==> config.mk <==
export PLATFORM = sky130hd
export DESIGN_NAME = operand_pingpong_buffer_flat
export DESIGN_NICKNAME = d
export VERILOG_FILES = /design/src/rtl/operand_pingpong_buffer_pkg.sv /design/src/rtl/operand_pingpong_buffer_if.sv /design/src/rtl/operand_pingpong_buffer_bank.sv /design/src/rtl/operand_pingpong_buffer.sv /design/src/flat_wrapper.sv
export SDC_FILE = /design/constraint.sdc
export NUM_CORES = 1
export LEC_CHECK = 0
export BUFFER_PORTS_ARGS = -buffer_cell sky130_fd_sc_hd__buf_2
export CAP_MARGIN = 25
export CORE_MARGIN = 3
export CORE_UTILIZATION = 63
export DETAILED_ROUTE_END_ITERATION = 10
export PLACE_DENSITY_LB_ADDON = 0.3
export SLEW_MARGIN = 20
export SYNTH_ARGS = -nofsm -noshare
export SYNTH_HDL_FRONTEND = slang
export SYNTH_SLANG_ARGS = --single-unit
==> constraint.sdc <==
create_clock -name clk_i -period 4.5 [get_ports clk_i]
set_clock_uncertainty 0.15 [all_clocks]
set_input_delay 0.675 -clock clk_i [delete_from_list [all_inputs] [get_ports clk_i]]
set_output_delay 0.675 -clock clk_i [all_outputs]
set_load 0.02 [all_outputs]
==> src/rtl/operand_pingpong_buffer_pkg.sv <==
// rtl/operand_pingpong_buffer_pkg.sv - shared sizing helpers and FSM state type
package operand_pingpong_buffer_pkg;

  typedef enum logic {
    IDLE = 1'b0,
    SEND = 1'b1
  } state_t;

  function automatic int calc_max_dim(input int bus_width, input int data_width);
    return bus_width / data_width;
  endfunction

  function automatic int calc_addr_w(input int max_dim);
    return $clog2(max_dim);
  endfunction

  // One extra bit so a full-length count never aliases to zero.
  function automatic int calc_cnt_w(input int max_dim);
    return $clog2(max_dim) + 1;
  endfunction

endpackage

==> src/rtl/operand_pingpong_buffer_if.sv <==
// rtl/operand_pingpong_buffer_if.sv - write port, control and row stream bundle
interface operand_pingpong_buffer_if
  import operand_pingpong_buffer_pkg::*;
#(
  parameter int DATA_WIDTH = 32,
  parameter int BUS_WIDTH  = 64
);
  localparam int MAX_DIM = calc_max_dim(BUS_WIDTH, DATA_WIDTH);
  localparam int AW      = calc_addr_w(MAX_DIM);
  localparam int CW      = calc_cnt_w(MAX_DIM);

  logic                 write_enable_i;
  logic [AW-1:0]        address_i;
  logic [MAX_DIM-1:0]   strobe_i;
  logic [BUS_WIDTH-1:0] data_i;
  logic                 swap_i;
  logic                 start_send_i;
  logic [CW-1:0]        dim_i;
  logic                 ready_i;
  logic [BUS_WIDTH-1:0] data_o;
  logic                 valid_o;
  logic                 last_o;
  logic                 done_o;
  logic                 busy_o;
  logic                 rd_bank_o;

  modport master (
    output write_enable_i, address_i, strobe_i, data_i, swap_i, start_send_i, dim_i, ready_i,
    input  data_o, valid_o, last_o, done_o, busy_o, rd_bank_o
  );

  modport slave (
    input  write_enable_i, address_i, strobe_i, data_i, swap_i, start_send_i, dim_i, ready_i,
    output data_o, valid_o, last_o, done_o, busy_o, rd_bank_o
  );

endinterface

==> src/rtl/operand_pingpong_buffer_bank.sv <==
// rtl/operand_pingpong_buffer_bank.sv - one operand bank: strobed row writes, async read, sync clear
module operand_pingpong_buffer_bank
  import operand_pingpong_buffer_pkg::*;
#(
  parameter int DATA_WIDTH = 32,
  parameter int BUS_WIDTH  = 64,
  localparam int MAX_DIM   = calc_max_dim(BUS_WIDTH, DATA_WIDTH),
  localparam int AW        = calc_addr_w(MAX_DIM)
) (
  input  logic                 clk,
  input  logic                 rst_n,
  input  logic                 we,
  input  logic [AW-1:0]        waddr,
  input  logic [MAX_DIM-1:0]   strobe,
  input  logic [BUS_WIDTH-1:0] wdata,
  input  logic                 clr,
  input  logic [AW-1:0]        raddr,
  output logic [BUS_WIDTH-1:0] rdata
);
  logic [BUS_WIDTH-1:0] mem [MAX_DIM];

  // A strobed write wins over a simultaneous clear, element by element.
  always_ff @(posedge clk or negedge rst_n) begin
    if (!rst_n) begin
      for (int r = 0; r < MAX_DIM; r++) mem[r] <= '0;
    end else begin
      for (int r = 0; r < MAX_DIM; r++) begin
        for (int b = 0; b < MAX_DIM; b++) begin
          if (we && (waddr == AW'(r)) && strobe[b])
            mem[r][b*DATA_WIDTH +: DATA_WIDTH] <= wdata[b*DATA_WIDTH +: DATA_WIDTH];
          else if (clr)
            mem[r][b*DATA_WIDTH +: DATA_WIDTH] <= '0;
        end
      end
    end
  end

  always_comb begin
    rdata = '0;
    for (int r = 0; r < MAX_DIM; r++)
      if (raddr == AW'(r)) rdata = mem[r];
  end

endmodule

==> src/rtl/operand_pingpong_buffer.sv <==
// rtl/operand_pingpong_buffer.sv - ping-pong operand store with row streaming and deferred bank swap
module operand_pingpong_buffer
  import operand_pingpong_buffer_pkg::*;
#(
  parameter int DATA_WIDTH    = 32,
  parameter int BUS_WIDTH     = 64,
  parameter bit CLEAR_ON_SWAP = 1'b0
) (
  input logic                    clk_i,
  input logic                    rst_ni,
  operand_pingpong_buffer_if.slave bus
);
  localparam int MAX_DIM = calc_max_dim(BUS_WIDTH, DATA_WIDTH);
  localparam int AW      = calc_addr_w(MAX_DIM);
  localparam int CW      = calc_cnt_w(MAX_DIM);

  state_t               state;
  logic [CW-1:0]        cnt;
  logic [CW-1:0]        len;
  logic                 rd_bank;
  logic                 swap_pending;
  logic                 done_q;
  logic                 clear_q;
  logic [BUS_WIDTH-1:0] rd_row0;
  logic [BUS_WIDTH-1:0] rd_row1;
  logic                 send;
  logic                 at_last;

  assign send    = (state == SEND);
  assign at_last = (cnt == len - CW'(1));

  // rd_bank only moves while IDLE or on the edge that leaves SEND.
  always_ff @(posedge clk_i or negedge rst_ni) begin
    if (!rst_ni) begin
      state        <= IDLE;
      cnt          <= '0;
      len          <= '0;
      rd_bank      <= 1'b0;
      swap_pending <= 1'b0;
      done_q       <= 1'b0;
      clear_q      <= 1'b0;
    end else begin
      done_q  <= 1'b0;
      clear_q <= 1'b0;
      case (state)
        IDLE: begin
          if (bus.start_send_i) begin
            len <= (bus.dim_i > CW'(MAX_DIM)) ? CW'(MAX_DIM) : bus.dim_i;
            cnt <= '0;
            if (bus.dim_i == '0) done_q <= 1'b1;
            else                 state  <= SEND;
            if (bus.swap_i) swap_pending <= 1'b1;
          end else if (bus.swap_i || swap_pending) begin
            rd_bank      <= ~rd_bank;
            swap_pending <= 1'b0;
            clear_q      <= CLEAR_ON_SWAP;
          end
        end
        SEND: begin
          if (bus.swap_i) swap_pending <= 1'b1;
          if (bus.ready_i) begin
            cnt <= cnt + CW'(1);
            if (at_last) begin
              state  <= IDLE;
              done_q <= 1'b1;
              if (swap_pending || bus.swap_i) begin
                rd_bank      <= ~rd_bank;
                swap_pending <= 1'b0;
                clear_q      <= CLEAR_ON_SWAP;
              end
            end
          end
        end
      endcase
    end
  end

  // The write bank is always the one not being read.
  operand_pingpong_buffer_bank #(.DATA_WIDTH(DATA_WIDTH), .BUS_WIDTH(BUS_WIDTH)) u_bank0 (
    .clk    (clk_i),
    .rst_n  (rst_ni),
    .we     (bus.write_enable_i && rd_bank),
    .waddr  (bus.address_i),
    .strobe (bus.strobe_i),
    .wdata  (bus.data_i),
    .clr    (clear_q && rd_bank),
    .raddr  (cnt[AW-1:0]),
    .rdata  (rd_row0)
  );

  operand_pingpong_buffer_bank #(.DATA_WIDTH(DATA_WIDTH), .BUS_WIDTH(BUS_WIDTH)) u_bank1 (
    .clk    (clk_i),
    .rst_n  (rst_ni),
    .we     (bus.write_enable_i && !rd_bank),
    .waddr  (bus.address_i),
    .strobe (bus.strobe_i),
    .wdata  (bus.data_i),
    .clr    (clear_q && !rd_bank),
    .raddr  (cnt[AW-1:0]),
    .rdata  (rd_row1)
  );

  assign bus.valid_o   = send;
  assign bus.last_o    = send && at_last;
  assign bus.data_o    = send ? (rd_bank ? rd_row1 : rd_row0) : '0;
  assign bus.done_o    = done_q;
  assign bus.busy_o    = send || swap_pending;
  assign bus.rd_bank_o = rd_bank;

endmodule

==> src/flat_wrapper.sv <==
// flat-port wrapper written by rule: the top's interface ports become plain ports
module operand_pingpong_buffer_flat import operand_pingpong_buffer_pkg::*;
#(
  parameter int DATA_WIDTH    = 32,
  parameter int BUS_WIDTH     = 64,
  parameter bit CLEAR_ON_SWAP = 1'b0
)
  (clk_i, rst_ni, bus_write_enable_i, bus_address_i, bus_strobe_i, bus_data_i, bus_swap_i, bus_start_send_i, bus_dim_i, bus_ready_i, bus_data_o, bus_valid_o, bus_last_o, bus_done_o, bus_busy_o, bus_rd_bank_o);
  operand_pingpong_buffer_if #(.DATA_WIDTH(DATA_WIDTH), .BUS_WIDTH(BUS_WIDTH)) bus_i ();
  input logic clk_i;
  input logic rst_ni;
  input wire logic [$bits(bus_i.write_enable_i)-1:0] bus_write_enable_i;
  input wire logic [$bits(bus_i.address_i)-1:0] bus_address_i;
  input wire logic [$bits(bus_i.strobe_i)-1:0] bus_strobe_i;
  input wire logic [$bits(bus_i.data_i)-1:0] bus_data_i;
  input wire logic [$bits(bus_i.swap_i)-1:0] bus_swap_i;
  input wire logic [$bits(bus_i.start_send_i)-1:0] bus_start_send_i;
  input wire logic [$bits(bus_i.dim_i)-1:0] bus_dim_i;
  input wire logic [$bits(bus_i.ready_i)-1:0] bus_ready_i;
  output wire logic [$bits(bus_i.data_o)-1:0] bus_data_o;
  output wire logic [$bits(bus_i.valid_o)-1:0] bus_valid_o;
  output wire logic [$bits(bus_i.last_o)-1:0] bus_last_o;
  output wire logic [$bits(bus_i.done_o)-1:0] bus_done_o;
  output wire logic [$bits(bus_i.busy_o)-1:0] bus_busy_o;
  output wire logic [$bits(bus_i.rd_bank_o)-1:0] bus_rd_bank_o;
  assign bus_i.write_enable_i = bus_write_enable_i;
  assign bus_i.address_i = bus_address_i;
  assign bus_i.strobe_i = bus_strobe_i;
  assign bus_i.data_i = bus_data_i;
  assign bus_i.swap_i = bus_swap_i;
  assign bus_i.start_send_i = bus_start_send_i;
  assign bus_i.dim_i = bus_dim_i;
  assign bus_i.ready_i = bus_ready_i;
  assign bus_data_o = bus_i.data_o;
  assign bus_valid_o = bus_i.valid_o;
  assign bus_last_o = bus_i.last_o;
  assign bus_done_o = bus_i.done_o;
  assign bus_busy_o = bus_i.busy_o;
  assign bus_rd_bank_o = bus_i.rd_bank_o;
  operand_pingpong_buffer #(.DATA_WIDTH(DATA_WIDTH), .BUS_WIDTH(BUS_WIDTH), .CLEAR_ON_SWAP(CLEAR_ON_SWAP)) u_core (.clk_i(clk_i), .rst_ni(rst_ni), .bus(bus_i));
endmodule
# Yosys cells after proc, flatten, opt, wreduce, memory -nomap -nowiden
# Cells that the tools add are included.
[word_totals]
out_inout_bits = 69
inputBits = 75
register_bits = 264
elab_cells = 86
[classes]
magnitude_cmp = 1
muxes = 38
bitwise_logic = 3
eq_ne = 6
reduce_logical = 22
addsub = 2
[op_table]
columns = ["cell", "n"]
rows = [
  ["$mux W32", 8],
  ["$mux W64", 4],
  ["$mux W1", 18],
  ["$logic_and A1 B1 Y1", 15],
  ["$ne A2 B2 Y1 const B", 4],
  ["$pmux W1 S2", 4],
  ["$mux W2", 3],
  ["$pmux W2 S2", 1],
  ["$reduce_and A2 Y1", 2],
  ["$ne A3 B2 Y1 const B", 1],
  ["$not A1 Y1", 3],
  ["$reduce_and A3 Y1", 1],
  ["$add A2 B1 Y2 const B", 1],
  ["$eq A2 B2 Y1", 1],
  ["$gt A2 B2 Y1 const B", 1],
  ["$logic_not A2 Y1", 1],
  ["$logic_or A1 B1 Y1", 2],
  ["$sub A2 B1 Y2 const B", 1],
  ["$logic_not A1 Y1", 1],
]

# Depth between registers and ports, before layout
[logic_depth]
word_depth = 5
ltp_mapped = 6
mapped_depth_nobuf = 4

# Cells and area by module
# A second synthesis with hierarchy kept.
[hier_totals]
hier_cells = 1154
area_unflattened_um2 = 14256.2
[by_module_without_submodules]
columns = ["module", "seq_area_each_um2", "instances", "cells_per_inst", "area_each_um2"]
rows = [
  ["operand_pingpong_buffer_bank", 3203.1, 2, 485, 6442.4],
  ["operand_pingpong_buffer", 200.2, 1, 184, 1371.3],
]

# Worst setup path before layout
# Ideal clock, no wire load.
[synth_path]
path_type = "register to output"
from = "register u_core.rd_bank, in the netlist u_core.bus.rd_bank_o"
to = "output bus_data_o[10]"
slack_ps = 2118
arrival_time_ps = 1557
t_required_ps = 3675
n_path_buf = 3
path_stages_with_launch = 6
cell_sequence = "dfrtp_1 > buf_2 > buf_2 > buf_2 > mux4_2 > and2_1"
[synth_between]
elab_chain_len = 2
[synth_rtl]
columns = ["item", "line", "rtl"]
rows = [
  ["start: declaration", "operand_pingpong_buffer.sv:20", "logic rd_bank;"],
  ["start signal: assignment", "operand_pingpong_buffer.sv:54", "rd_bank <= ~rd_bank;"],
  ["start signal: assignment", "operand_pingpong_buffer.sv:67", "rd_bank <= ~rd_bank;"],
  ["$mux W64 (2 in a row)", "operand_pingpong_buffer.sv:105", "assign bus.data_o = send ? (rd_bank ? rd_row1 : rd_row0) : '0;"],
  ["end: declaration", "flat_wrapper.sv:20", "output wire logic [$bits(bus_i.data_o)-1:0] bus_data_o;"],
]
# No other way between the ends.

# Final worst setup path
[layout_path]
from = "register u_core.cnt[0]"
to = "output bus_data_o[44]"
[layout_between]
elab_chain_len = 3
elab_cells_between_ends = 4
classes_between = "4 x mux"
[layout_rtl]
columns = ["item", "line", "rtl"]
rows = [
  ["start: declaration", "operand_pingpong_buffer.sv:18", "logic [CW-1:0] cnt;"],
  ["start signal: assignment", "operand_pingpong_buffer.sv:62", "cnt <= cnt + CW'(1);"],
  ["$mux W64", "operand_pingpong_buffer_bank.sv:41", "if (raddr == AW'(r)) rdata = mem[r];"],
  ["$mux W64 (*) (2 in a row)", "operand_pingpong_buffer.sv:105", ""],
]
# Mark *: on every way between the ends. The rest lies on a longest branch, timed or not.

==> flow_metrics.env <==
export IMPL_status="completed"
export IMPL_vias=6861
export IMPL_overflow=0
export IMPL_start_kind="register"
export IMPL_drc=0
export IMPL_synth_seq_cells=264
export IMPL_place_area_mm2=0.01272
export IMPL_placed_cells=1071
export IMPL_rows=49
export IMPL_synth_edff_count=0
export IMPL_clock_fmax_ghz=0.2854
export IMPL_routabilityCongestion=0.7858
export IMPL_cts_hold_fix_buffers=0
export IMPL_stdcell_area_mm2=0.01363
export IMPL_maxCapViolCount=0
export IMPL_core_area_mm2=0.01821
export IMPL_io_pins=144
export IMPL_dieArea_mm2=0.02047
export IMPL_clk_pin_slew_ns=0.06
export IMPL_p_total_mw=11.00
export IMPL_cts_setup_buffers=0
export IMPL_ir_drop_v=0.0004639
export IMPL_ctsLongestPathBuffers=3
export IMPL_power_density_mw_per_mm2=807.0
export IMPL_numCtsBuffers=27
export IMPL_finalHoldViolations=0
export IMPL_area_growth_pct=15.13
export IMPL_firstDrtPassIters=4
export IMPL_route_layer_met1_wl_um=9837
export IMPL_cts_root_buf="clkbuf_16"
export IMPL_tns_ns=0
export IMPL_fin_nets=949
export IMPL_clock_latency_ns=0.52
export IMPL_worstPathCellList="buf_16, buf_4, mux4_2, and2_1, buf_2"
export IMPL_worst_pin_slew_ns=0.9416
export IMPL_synth_area_per_cell_um2=16.02
export IMPL_grt_pass1_vias=7563
export IMPL_hpwl_um=15460
export IMPL_layoutNonFillerInstCount=1121
export IMPL_p_leak_nw=6.054
export IMPL_drtAntennaViolNets=0
export IMPL_met3_length_um=1254
export IMPL_synthTopCellsByArea="dfrtp_1 56%, mux2_2 24%, mux4_2 12%"
export IMPL_grt_max_degree=128
export IMPL_hold_ws_ns=0.09842
export IMPL_vias_per_cell=6.120
export IMPL_rsz0062_at_grt="false"
export IMPL_period_needed_ns=3.504
export IMPL_ys_warn_count=0
export IMPL_multi_input_area_mm2=0.004981
export IMPL_fin_util_pct=74.86
export IMPL_grt_pass1_wl_um=39470
export IMPL_yosys_area_top_type="dfrtp_1"
export IMPL_synth_largest_type_area_fraction_pct=55.80
export IMPL_die_y_um=143.1
export IMPL_setup_violations=0
export IMPL_drv_slew=0
export IMPL_start_util_pct=65.02
export IMPL_cpMaxStageDelayCell="dfrtp_4"
export IMPL_syn_num_nets=814
export IMPL_fin_crit_sh_pct=77.87
export IMPL_wl_per_cell_um=21.98
export IMPL_cp_max_fo=37
export IMPL_clock_sinks=264
export IMPL_async_flop_share_pct=100.0
export IMPL_arrival_ns=2.68
export IMPL_register_area_mm2=0.006615
export IMPL_fin_ws_ns=0.9957
export IMPL_endpoint_kind="output pin"
export IMPL_h_tree_depth=1
export IMPL_synth_distinct_cells=27
export IMPL_dp_slack_ns=1.235
export IMPL_port_buffers=143
export IMPL_relSlewSlack_pct=37.22
export IMPL_final_common_cell="dfrtp_1"
export IMPL_min_path_type="primary input to asynchronous set/reset pin"
export IMPL_antenna_found_initial=3
export IMPL_drive_above_1_share_pct=58.59
export IMPL_critPathKind="register to output pin"
export IMPL_die_x_um=143.1
export IMPL_synth_flop_cell="dfrtp_1"
export IMPL_grtUsageTotal_pct=24.45
export IMPL_ctsResizeCount=0
export IMPL_routed_wirelength_um=24640
export IMPL_met2_length_um=13030
export IMPL_critPathRequiredTime_ns=3.67
export IMPL_fill_cells=1139
export IMPL_cts_tree="built"
export IMPL_synthesis_area_mm2=0.01184
export IMPL_drtIter0Drc=385
export IMPL_ys_seq_area_share_pct=55.80
export IMPL_syn_inst=739
export IMPL_max_stage_delay_ns=0.62
export IMPL_final_cell_mix="261 x dfrtp_1, 253 x mux2_2, 142 x buf_2, 64 x mux4_2, 64 x and2_1"
export IMPL_top_layer_used="met5"
-- worst max-delay path: cells and delay by family (launching register included) --
| family | cells | cell delay [ns] |
|---|---|---|
| simple gates | 1 | 0.17 |
| mux | 1 | 0.54 |
| flops | 1 | 0.62 |
| buf+inv | 3 | 0.79 |
-- path summary, 6_finish.rpt --
kind,endpoint,startpoint,slack (ns),cells after the start
worst max-delay path,bus_data_o[44],u_core.cnt[0]$_DFFE_PN0P_,1.0,5
worst min-delay path,u_core.u_bank0.mem[106]$_DFFE_PN0P_,rst_ni,0.1,1
worst max register to register,u_core.u_bank1.mem[106]$_DFFE_PN0P_,u_core.bus.rd_bank_o$_DFFE_PN0P_,1.75,4
worst min register to register,u_core.u_bank1.mem[111]$_DFFE_PN0P_,u_core.u_bank1.mem[111]$_DFFE_PN0P_,0.34,1
max in group asynchronous,u_core.u_bank0.mem[38]$_DFFE_PN0P_,rst_ni,3.02,2
min in group clk_i,u_core.u_bank0.mem[75]$_DFFE_PN0P_,bus_data_i[11],0.28,2
-- layout make-up --
type	instances	share of cell area, %
Tap cell	229	2.102
Clock inverter	5	0.2295
Antenna cell	1	0.01836
Sequential cell	264	48.53
Timing Repair Buffer	156	6.664
Multi-Input combinational cell	423	36.54
Clock buffer	41	5.856
Inverter	2	0.05508
-- metal layers --
layer  vias to the layer above  track usage (%)
li1                       2986                -
met1                      3649            30.01
met2                       179            44.46
met3                        43            4.789
met4                         4            6.553
met5                         -                0
-- sequential cells by signal, indices dropped and copies added (netlist names) --
| signal | flops |
|---|---|
| u_core.u_bank1.mem | 128 |
| u_core.bus.done_o | 1 |
| u_core.bus.valid_o | 1 |
| u_core.bus.rd_bank_o | 1 |
| u_core.cnt | 2 |
| u_core.swap_pending | 1 |
| u_core.len | 2 |
| u_core.u_bank0.mem | 128 |
-- power by group --
group,switching [mW],internal (mW)
registers,0.727,3.57
logic,2.08,2.54
clock network,0.860,1.21
total,3.67,7.33
-- synthesized netlist by cell type, types with 2 or more instances --
cell      number
nand2_1        5
xnor2_1        2
and3b_1        2
nor2_1         3
clkbuf_2       2
clkbuf_1       9
dfrtp_1      264
buf_2         32
mux2_2       253
mux2_1         4
buf_4          7
a21oi_1        5
nor3_1         2
inv_1          2
nand3_1        2
and2_1        64
nand4b_1       4
nand4_1        2
mux4_2        64
o21ai_0        3
or2_2          2
-- logic make-up (layout without fill, tap and decap cells) --
group / Yosys count / count (layout) / synth area share (%)
xor+xnor: 3 / 3 / 0.2220
buf+inv: 52 / 204 / 2.230
simple gates: 89 / 89 / 4.650
compound gates: 9 / 9 / 0.3910
other cells: 0 / 1 / 0
mux: 322 / 322 / 36.70
flops: 264 / 264 / 55.80
Power figures use the tool's default switching activity.
